### config.mk
export PLATFORM = sky130hd
export DESIGN_NAME = program_counter_unit
export DESIGN_NICKNAME = d
export VERILOG_FILES = /design/src/rtl/program_counter_unit_pkg.sv /design/src/rtl/program_counter_unit_ras.sv /design/src/rtl/program_counter_unit.sv
export SDC_FILE = /design/constraint.sdc
export NUM_CORES = 1
export LEC_CHECK = 0
export CAP_MARGIN = 10
export CORE_AREA = 2 2 138 153
export DETAILED_ROUTE_END_ITERATION = 12
export DIE_AREA = 0 0 140 155
export HOLD_SLACK_MARGIN = 0.15
export REMOVE_ABC_BUFFERS = 1
export SYNTH_ARGS = -nofsm -noshare
export SYNTH_HDL_FRONTEND = slang
export SYNTH_SLANG_ARGS = --single-unit
### constraint.sdc
create_clock -name clk -period 5.89 [get_ports clk]
set_input_delay 0.8835 -clock clk [delete_from_list [all_inputs] [get_ports clk]]
set_output_delay 0.8835 -clock clk [all_outputs]
set_load 0.005 [all_outputs]
### src/rtl/program_counter_unit_pkg.sv
// pc_pkg
//   Shared definitions for the program counter unit and its return-address
//   stack: default vectors, the instruction-size decode and the RAS
//   pointer/count width helpers.
//   No ports (package).
package pc_pkg;

  localparam logic [31:0] DEFAULT_RESET_VECTOR = 32'h0000_0000;
  localparam logic [31:0] DEFAULT_TRAP_VECTOR  = 32'h0000_0100;
  localparam int          DEFAULT_RAS_DEPTH    = 4;

  // Source selected for the next PC value.
  typedef enum logic [2:0] {
    SEL_HOLD,
    SEL_SEQ,
    SEL_TARGET,
    SEL_RAS,
    SEL_TRAP
  } pc_sel_e;

  // A zero-length instruction still has to make forward progress.
  function automatic logic [31:0] decode_size(input logic [31:0] raw);
    return (raw == 32'd0) ? 32'd1 : raw;
  endfunction

  // Pointer width for a circular stack of the given (power-of-two) depth.
  function automatic int ras_ptr_w(input int depth);
    return (depth > 1) ? $clog2(depth) : 1;
  endfunction

  // Occupancy must be able to represent 0..depth inclusive.
  function automatic int ras_cnt_w(input int depth);
    return $clog2(depth) + 1;
  endfunction

endpackage

### src/rtl/program_counter_unit_ras.sv
// return_address_stack
//   Circular return-address stack. A push onto a full stack overwrites the
//   oldest entry, so the stack always keeps the newest RAS_DEPTH addresses.
//   Ports:
//     clk, reset      - clock, synchronous active-high reset
//     push            - write push_data above the current top
//     pop             - discard the current top (no effect when empty)
//     swap            - replace the top with push_data (acts as push when empty)
//     push_data       - address to write
//     top             - current top entry (undefined when empty)
//     empty, full     - occupancy is 0 / occupancy is RAS_DEPTH
module return_address_stack
  import pc_pkg::*;
#(
  parameter int RAS_DEPTH = DEFAULT_RAS_DEPTH,
  parameter int WIDTH     = 32
) (
  input  logic             clk,
  input  logic             reset,
  input  logic             push,
  input  logic             pop,
  input  logic             swap,
  input  logic [WIDTH-1:0] push_data,
  output logic [WIDTH-1:0] top,
  output logic             empty,
  output logic             full
);

  localparam int PTR_W = ras_ptr_w(RAS_DEPTH);
  localparam int CNT_W = ras_cnt_w(RAS_DEPTH);
  localparam logic [CNT_W-1:0] DEPTH_C = CNT_W'(RAS_DEPTH);
  localparam logic [CNT_W-1:0] CNT_ONE = CNT_W'(1);
  localparam logic [PTR_W-1:0] PTR_ONE = PTR_W'(1);

  logic [WIDTH-1:0] entries [RAS_DEPTH];
  logic [PTR_W-1:0] top_ptr;
  logic [PTR_W-1:0] top_ptr_next;
  logic [PTR_W-1:0] wr_ptr;
  logic [CNT_W-1:0] count;
  logic [CNT_W-1:0] count_next;
  logic             wr_en;

  // Pointer arithmetic wraps naturally because the depth is a power of two;
  // a push at full occupancy therefore lands on the oldest slot.
  always_comb begin
    top_ptr_next = top_ptr;
    count_next   = count;
    wr_ptr       = top_ptr;
    wr_en        = 1'b0;
    if (swap) begin
      wr_en = 1'b1;
      if (count == '0) begin
        top_ptr_next = top_ptr + PTR_ONE;
        wr_ptr       = top_ptr + PTR_ONE;
        count_next   = CNT_ONE;
      end
    end else if (push) begin
      wr_en        = 1'b1;
      top_ptr_next = top_ptr + PTR_ONE;
      wr_ptr       = top_ptr + PTR_ONE;
      if (count != DEPTH_C) begin
        count_next = count + CNT_ONE;
      end
    end else if (pop && (count != '0)) begin
      top_ptr_next = top_ptr - PTR_ONE;
      count_next   = count - CNT_ONE;
    end
  end

  always_ff @(posedge clk) begin
    if (reset) begin
      top_ptr <= '0;
      count   <= '0;
    end else begin
      top_ptr <= top_ptr_next;
      count   <= count_next;
    end
  end

  // Entry storage needs no reset: occupancy guards every read that matters.
  always_ff @(posedge clk) begin
    if (wr_en) begin
      entries[wr_ptr] <= push_data;
    end
  end

  assign top   = entries[top_ptr];
  assign empty = (count == '0);
  assign full  = (count == DEPTH_C);

endmodule

### src/rtl/program_counter_unit.sv
// program_counter_unit
//   Architectural fetch PC. Advances by a variable instruction size and
//   handles branch, trap, stall and call/return prediction via an internal
//   return-address stack.
//   Ports:
//     clk, reset        - clock, synchronous active-high reset
//     advance           - current instruction completes; apply its update
//     insn_size         - instruction length (0 treated as 1)
//     is_branch         - taken control transfer to branch_target
//     branch_target     - branch target; fallback target for a return
//     is_call           - with is_branch, push pc + size
//     is_ret            - return via RAS top
//     trap              - force PC to TRAP_VECTOR
//     stall             - hold all state
//     pc                - registered PC
//     redirect          - registered; high one cycle after a non-sequential load
//     ras_empty/ras_full- RAS occupancy 0 / RAS_DEPTH
//     ras_underflow     - registered pulse; a return found the RAS empty
module program_counter_unit
  import pc_pkg::*;
#(
  parameter int               WIDTH        = 32,
  parameter int               SIZE_W       = 3,
  parameter logic [WIDTH-1:0] RESET_VECTOR = WIDTH'(DEFAULT_RESET_VECTOR),
  parameter logic [WIDTH-1:0] TRAP_VECTOR  = WIDTH'(DEFAULT_TRAP_VECTOR),
  parameter int               RAS_DEPTH    = DEFAULT_RAS_DEPTH
) (
  input  logic              clk,
  input  logic              reset,
  input  logic              advance,
  input  logic [SIZE_W-1:0] insn_size,
  input  logic              is_branch,
  input  logic [WIDTH-1:0]  branch_target,
  input  logic              is_call,
  input  logic              is_ret,
  input  logic              trap,
  input  logic              stall,
  output logic [WIDTH-1:0]  pc,
  output logic              redirect,
  output logic              ras_empty,
  output logic              ras_full,
  output logic              ras_underflow
);

  pc_sel_e          sel;
  logic [WIDTH-1:0] size_val;
  logic [WIDTH-1:0] seq_pc;
  logic [WIDTH-1:0] pc_next;
  logic [WIDTH-1:0] ras_top;
  logic             redirect_next;
  logic             underflow_next;
  logic             ras_push;
  logic             ras_pop;
  logic             ras_swap;

  assign size_val = WIDTH'(decode_size(32'(insn_size)));
  // Also the return address pushed by a call; wraps modulo 2^WIDTH.
  assign seq_pc   = pc + size_val;

  // Priority decode: trap beats stall beats advance. RAS control is only
  // raised on an unstalled, untrapped advance so the stack never moves
  // while the PC is held.
  always_comb begin
    sel            = SEL_HOLD;
    redirect_next  = 1'b0;
    underflow_next = 1'b0;
    ras_push       = 1'b0;
    ras_pop        = 1'b0;
    ras_swap       = 1'b0;
    if (trap) begin
      sel           = SEL_TRAP;
      redirect_next = 1'b1;
    end else if (stall) begin
      sel = SEL_HOLD;
    end else if (advance) begin
      if (is_ret) begin
        redirect_next = 1'b1;
        sel           = ras_empty ? SEL_TARGET : SEL_RAS;
        if (is_call) begin
          // Coroutine swap: the old top is consumed and replaced in one go.
          ras_swap = 1'b1;
        end else if (ras_empty) begin
          underflow_next = 1'b1;
        end else begin
          ras_pop = 1'b1;
        end
      end else if (is_branch) begin
        sel           = SEL_TARGET;
        redirect_next = 1'b1;
        ras_push      = is_call;
      end else begin
        sel = SEL_SEQ;
      end
    end
  end

  always_comb begin
    pc_next = pc;
    case (sel)
      SEL_SEQ:    pc_next = seq_pc;
      SEL_TARGET: pc_next = branch_target;
      SEL_RAS:    pc_next = ras_top;
      SEL_TRAP:   pc_next = TRAP_VECTOR;
      default:    pc_next = pc;
    endcase
  end

  always_ff @(posedge clk) begin
    if (reset) begin
      pc            <= RESET_VECTOR;
      redirect      <= 1'b0;
      ras_underflow <= 1'b0;
    end else begin
      pc            <= pc_next;
      redirect      <= redirect_next;
      ras_underflow <= underflow_next;
    end
  end

  return_address_stack #(
    .RAS_DEPTH(RAS_DEPTH),
    .WIDTH    (WIDTH)
  ) u_ras (
    .clk      (clk),
    .reset    (reset),
    .push     (ras_push),
    .pop      (ras_pop),
    .swap     (ras_swap),
    .push_data(seq_pc),
    .top      (ras_top),
    .empty    (ras_empty),
    .full     (ras_full)
  );

endmodule

Word level (Yosys, flattened, before mapping):

Memories as Yosys holds them, arrays and structs flattened. A register that Yosys moved wholly into a read port is not among the register bits.
Cells that the tools add are included.

* bits in registers: 39
* bits in latches: 0
* RAM bits: 128
* memory bits (read-only): 0
* input port bits: 43
* output and inout port bits: 36
* word-level logic and storage cells: 76
* memories kept: 1

Memory list
* u_ras.entries: depth 4, width 32, rd ports 1, clocked after memory_dff 1, wr ports 1, line program_counter_unit_ras.sv:35 `logic [WIDTH-1:0] entries [RAS_DEPTH];`

* add/subtract/negate cells: 5
* $mul: 0
* divide/modulo/power cells: 0
* order comparisons: 0
* equality and inequality tests: 8
* shifts and indexed selects: 0
* muxes and demuxes: 47
* bitwise operators: 2
* reductions and logical operators: 8

Operator list (count)
* one-hot mux 32 bit (4 select lines): 1
* adder 32 x 3 -> 32 bit: 1
* 2-to-1 mux 1 bit: 27
* 2-to-1 mux 2 bit: 12
* 2-to-1 mux 3 bit: 7
* == test 3 x 2 -> 1 bit, second input constant: 2
* == test 3 bit, second input constant: 2
* zero test 3 bit: 2
* nonzero test 3 bit: 2
* OR reduction 6 bit: 1
* nonzero test 4 bit: 1
* adder 3 x 1 -> 3 bit, second input constant: 1
* == test 3 x 1 -> 1 bit, second input constant: 1
* inequality test 3 x 1 -> 1 bit, second input constant: 1
* inequality test 3 bit, second input constant: 1
* AND reduction 3 bit: 1
* subtractor 3 x 1 -> 3 bit, second input constant: 1
* adder 2 x 1 -> 2 bit, second input constant: 1
* inequality test 2 bit, second input constant: 1
* inverter 1 bit: 2
* subtractor 2 x 1 -> 2 bit, second input constant: 1
* logical AND 1 bit: 1

Longest topological paths before layout:

* depth in word-level cells: 13
* depth in mapped cells: 9
* mapped depth without buffers: 8

Modules after synthesis:

From an unflattened synthesis, not the netlist that was laid out.

* cell total of the unflattened synthesis: 582
* area total of the unflattened synthesis: 7936.4 sq um

Modules (own cells, without submodules)
* return_address_stack: times used 1, cells each 223, area an instance 5071.1 sq um, sequential area each 3983.8 sq um
* program_counter_unit: times used 1, cells each 359, area an instance 2865.2 sq um, sequential area each 680.7 sq um

Least setup slack after synthesis:

OpenSTA, ideal clock, no wires.

* path kind: input to register
* start point: input port trap
* end point: memory u_ras.entries[0][0] (enable)
* library setup time: 0.470 ns
* data arrival time: 4.462 ns
* data required time: 5.420 ns
* setup slack: 0.959 ns
* stages: 7
* path buffers: 1
* cell sequence: buf_6 nor3b_2 nand2_1 ha_1 nor2_1 a21oi_1 o31ai_1

* word-level cells in the longest chain between the ends: 5
* elaborated cells between the ends (all ways): 8
* those cells by class: 8 x mux

RTL lines
* start, declared: line program_counter_unit.sv:36 `input logic trap,`
* 2-to-1 mux 1 bit: line program_counter_unit.sv:70 `if (trap) begin`
* 2-to-1 mux 1 bit: line program_counter_unit_ras.sv:57 `end else if (push) begin`
* 2-to-1 mux 1 bit: line program_counter_unit_ras.sv:50 `if (swap) begin`
* 2-to-1 mux 1 bit: line program_counter_unit_ras.sv:82 `if (wr_en) begin`
* 2-to-1 mux 1 bit (not written as such): line program_counter_unit_ras.sv:83 `entries[wr_ptr] <= push_data;`
* end, declared: line program_counter_unit_ras.sv:35

Parallel ways exist; a longest one is shown, timed or not.

Worst setup path in the final report:

* start point: input port trap
* end point: memory u_ras.entries[2][14] (enable)

Same word-level chain as after synthesis.

==> impl_results.html <==
<table>
<tr><th>Metric</th><th>Value</th></tr>
<tr><th colspan="2">Pwr</th></tr>
<tr><td>Part of the power in the clock network</td><td>39.8%</td></tr>
<tr><td>Fraction of power consumed by combinational cells</td><td>7.6%</td></tr>
<tr><td>Flop pwr share</td><td>52.7%</td></tr>
<tr><td>Max rail drop VDD</td><td>0.187 mV</td></tr>
<tr><td>Net switching share of the total power</td><td>23.2%</td></tr>
<tr><td>Sw Pwr</td><td>583 uW</td></tr>
<tr><td>Leakage</td><td>0.00309 uW</td></tr>
<tr><td>Power per standard cell area</td><td>264 nW/um^2</td></tr>
<tr><td>Internal power</td><td>1930 uW</td></tr>
<tr><th colspan="2">Route</th></tr>
<tr><td>Count of vias placed by the detailed router</td><td>5,548</td></tr>
<tr><td>Per-cell via count in the routed design</td><td>5.93</td></tr>
<tr><td>First-pass iteration count of the detailed router</td><td>11</td></tr>
<tr><td>Total wire length</td><td>20,600 um</td></tr>
<tr><td>Antenna viol nets, final</td><td>0</td></tr>
<tr><td>Routed length per placed instance</td><td>22.1 um</td></tr>
<tr><td>Iter 0 DRT Violations</td><td>475</td></tr>
<tr><td>Remaining routing DRC violations</td><td>3</td></tr>
<tr><th colspan="2">Cells and area</th></tr>
<tr><td>Most frequent cells in the layout</td><td>128 x edfxtp_1, 77 x clkdlybuf4s50_1, 40 x dfxtp_1, 36 x nand2_1</td></tr>
<tr><td>Area growth from synthesis to final layout</td><td>19.6%</td></tr>
<tr><td>Number of nets at the end of the flow</td><td>717</td></tr>
<tr><td>Most common library cell in the layout ignoring fill and taps</td><td>edfxtp_1</td></tr>
<tr><td>Ratio of cells with drive above 1 in the final layout</td><td>15.3%</td></tr>
<tr><td># fillers</td><td>1,768</td></tr>
<tr><td>N_diodes</td><td>0</td></tr>
<tr><th colspan="2">GRT</th></tr>
<tr><td>Maximum number of pins on one net before global-route repair</td><td>46</td></tr>
<tr><td>First-pass GRT wire length</td><td>31,500 um</td></tr>
<tr><td>Overflow left after global routing</td><td>0</td></tr>
<tr><td>Number of antenna violations at the first check in global routing</td><td>0</td></tr>
<tr><td>Vias in the first global route</td><td>5,581</td></tr>
<tr><td>Global-route total usage across every layer</td><td>19.1%</td></tr>
<tr><th colspan="2">Place</th></tr>
<tr><td>Worst setup slack after placement</td><td>1.73 ns</td></tr>
<tr><td>Routability-driven placement congestion ratio</td><td>0.838</td></tr>
<tr><td>HPWL reported at the end of detailed placement</td><td>12,800 um</td></tr>
<tr><td>Count of port buffers added during placement</td><td>78</td></tr>
<tr><th colspan="2">Floorplan</th></tr>
<tr><td>Top-level port count</td><td>79</td></tr>
<tr><td>Core region area</td><td>20,300 um^2</td></tr>
<tr><td>Count of standard-cell rows</td><td>55</td></tr>
<tr><td>Starting density of the core</td><td>39.1%</td></tr>
<tr><td>Chip Height</td><td>155 um</td></tr>
<tr><td>Die width</td><td>140 um</td></tr>
<tr><td>Die area</td><td>21,700 um^2</td></tr>
<tr><th colspan="2">Yosys</th></tr>
<tr><td>Cell type contributing the most total cell area after synthesis</td><td>edfxtp_1</td></tr>
<tr><td>Post-synthesis cell count</td><td>595</td></tr>
<tr><td>Post-synth ARST share</td><td>0%</td></tr>
<tr><td>Primary flip-flop cell chosen by synthesis mapping</td><td>edfxtp_1</td></tr>
<tr><td>Top cells by area in the synthesized netlist</td><td>edfxtp_1 48%, dfxtp_1 10%, mux4_2 9.1%, a21oi_1 2.0%, nand2_1 1.7%</td></tr>
<tr><td>Count of yosys warnings during synthesis</td><td>0</td></tr>
<tr><td>Cell area after synthesis</td><td>7950 um^2</td></tr>
<tr><td>Per-instance average area after synthesis</td><td>13.4 um^2</td></tr>
<tr><td>Share of the synthesized area in the top cell type</td><td>48.4%</td></tr>
<tr><td>Number of synthesized flops with an enable pin</td><td>128</td></tr>
<tr><td>Proportion of synthesized chip area in sequential cells</td><td>58.7%</td></tr>
<tr><td>Number of distinct library cells after synthesis</td><td>78</td></tr>
<tr><td>Post-synthesis register bit count</td><td>169</td></tr>
<tr><th colspan="2">Critical path</th></tr>
<tr><td>Data required time at the worst endpoint</td><td>6.00 ns</td></tr>
<tr><td>Depth of the most critical reg-to-reg path</td><td>6</td></tr>
<tr><td>Setup CP Type</td><td>in -&gt; reg</td></tr>
<tr><td>Worst setup EP type</td><td>register</td></tr>
<tr><td>Crit start category</td><td>input port</td></tr>
<tr><td>Startpoint of the most critical register-to-register path</td><td>u_ras.top_ptr[0]$_SDFFE_PP0N_</td></tr>
<tr><td>R2r endpoint</td><td>u_ras.entries[2][14]$_DFFE_PP_</td></tr>
<tr><td>Worst-path fanout max</td><td>17</td></tr>
<tr><td>Setup slack, reg-to-reg</td><td>3.09 ns</td></tr>
<tr><td>Arrival time reported for the critical path endpoint</td><td>3.83 ns</td></tr>
<tr><th colspan="2">Clock network</th></tr>
<tr><td>Count of instances resized after the clock tree is built</td><td>0</td></tr>
<tr><td>Count of clock tree sinks</td><td>169</td></tr>
<tr><td># H-tree levels</td><td>4</td></tr>
<tr><td>Inserted Clock Buffers</td><td>17</td></tr>
<tr><td>Maximum root-to-sink buffer count</td><td>2</td></tr>
<tr><td>Clock tree from TritonCTS</td><td>done</td></tr>
<tr><td>Hold bufs inserted after CTS</td><td>0</td></tr>
<tr><td>Source-to-sink clock delay at the later pin of the worst-skew pair</td><td>0.43 ns</td></tr>
<tr><td>Clock slew at reported path FFs</td><td>0.06 ns</td></tr>
<tr><td>Post-CTS setup repair buffer count</td><td>0</td></tr>
<tr><td>Cell chosen for the clock root</td><td>clkbuf_16</td></tr>
<tr><th colspan="2">Worst hold path</th></tr>
<tr><td>Worst hold path startpoint</td><td>pc[2]$_SDFFE_PP0P_</td></tr>
<tr><td>Hold Crit Endpoint</td><td>pc[2]$_SDFFE_PP0P_</td></tr>
<tr><td>Worst min path class</td><td>reg -&gt; reg</td></tr>
<tr><td>Instance count along the most critical hold path</td><td>2</td></tr>
<tr><th colspan="2">Timing</th></tr>
<tr><td>Final setup margin</td><td>2.16 ns</td></tr>
<tr><td>Maximum clock frequency</td><td>268 MHz</td></tr>
<tr><td>Unrepaired setup endpoints after global routing</td><td>no</td></tr>
<tr><td>Post-route fraction of the period consumed by the critical path</td><td>63.2%</td></tr>
<tr><td>Setup Skew</td><td>0.0107 ns</td></tr>
<tr><td>Slew of the pin with the lowest slew margin</td><td>0.959 ns</td></tr>
<tr><td>Post-Route Setup TNS</td><td>0 ns</td></tr>
<tr><td>Final min period</td><td>3.73 ns</td></tr>
<tr><td>Number of max-slew violations in the final report</td><td>0</td></tr>
<tr><td>Endpoints failing hold</td><td>0</td></tr>
<tr><td>Slew headroom</td><td>35.9%</td></tr>
<tr><td>Worst hold slack across all endpoints</td><td>0.524 ns</td></tr>
<tr><td>Final setup violation count</td><td>0</td></tr>
<tr><th colspan="2">Run status</th></tr>
<tr><td>Result of the run</td><td>complete, but fails checks</td></tr>
<tr><td>Violated checks</td><td>design-rule violations</td></tr>
<tr><th colspan="2">Run</th></tr>
<tr><td>Max-cap violations</td><td>0</td></tr>
</table>
-- critical path, cell delays in order --
cell	delay, ns
clkdlybuf4s50_1	0.57
nor3b_2	0.40
nand2_1	0.24
ha_1	0.36
nor2_1	0.20
a21oi_1	0.15
o22ai_4	0.64
buf_4	0.38
-- cell usage after synthesis, drive strengths merged (10+ instances only) --
cell type,count
dfxtp,41
nor3,26
nor2,24
xor2,14
o21ai,21
nand2,36
buf,19
inv,10
a221oi,14
or2,10
a21oi,34
nand3,20
edfxtp,128
clkbuf,18
nor4,13
mux4,32
xnor2,10
-- kinds of logic after synthesis --
kind of cell,synth area share (%)
AO/OA/AOI/OAI,12.2
flip-flops,58.7
adder cells (fa/ha/maj),1.29
XOR/XNOR,2.65
multiplexers,9.34
buffers and inverters,2.80
AND/OR/NAND/NOR,13.0
-- metal layers --
layer	vias up	share of wire [%]	GRT usage, %
met3	33	4.5	2.83
met5	-	0	0
met4	0	2.1	7.26
met1	2820	44	24.7
li1	2512	-	-
met2	183	50	32.8
-- final cells by class --
class	instances	area, um^2	area share, %
clock inverter	14	100	1.05
tap	256	320	3.37
sequential	169	4670	49.1
clock buffer	17	425	4.48
timing repair buffer	90	866	9.11
multi-input combinational	379	3090	32.5
inverter	10	37.5	0.395
-- flip-flops by register name, indices dropped and copies added (netlist names), named ones only --
name           flops
pc                32
u_ras.entries    128
ras_underflow      1
u_ras.count        3
redirect           1
u_ras.top_ptr      2
-- worst max-delay path by stage --
stage,start,end,slack [ns],cells past startpoint
after floorplan,trap,u_ras.entries[0][0]$_DFFE_PP_,1.08,6
after global placement,trap,u_ras.entries[2][20]$_DFFE_PP_,1.79,8
after detailed placement,trap,u_ras.entries[2][20]$_DFFE_PP_,1.73,8
after CTS,trap,u_ras.entries[2][14]$_DFFE_PP_,2.17,8
after global routing,trap,u_ras.entries[2][14]$_DFFE_PP_,1.88,8
final,trap,u_ras.entries[2][14]$_DFFE_PP_,2.16,8
-- metrics by stage --
stage | total power [uW] | instance area, um^2 | utilization, % | instances
5_1_grt | 2600 | 9500 | 46.8 | 935
2_1_floorplan | 1430 | 7760 | - | 558
3_5_place_dp | 1540 | 8980 | 44.2 | 904
4_1_cts | 2530 | 9500 | 46.8 | 935
3_3_place_gp | 1530 | 8980 | 44.2 | 904
6_report | 2510 | 9500 | 46.8 | 935
-- power by group through the flow --
| stage | Clock [uW] | Sequential (uW) | Combinational (uW) |
|---|---|---|---|
| 6_report | 998 | 1320 | 190 |
| 5_1_grt | 1070 | 1330 | 206 |
| 4_1_cts | 1010 | 1320 | 191 |
| 3_5_place_dp | 0 | 1350 | 189 |
| 3_3_place_gp | 0 | 1350 | 186 |
| 2_1_floorplan | 0 | 1350 | 88.7 |
(Power assumes the default switching activity.)
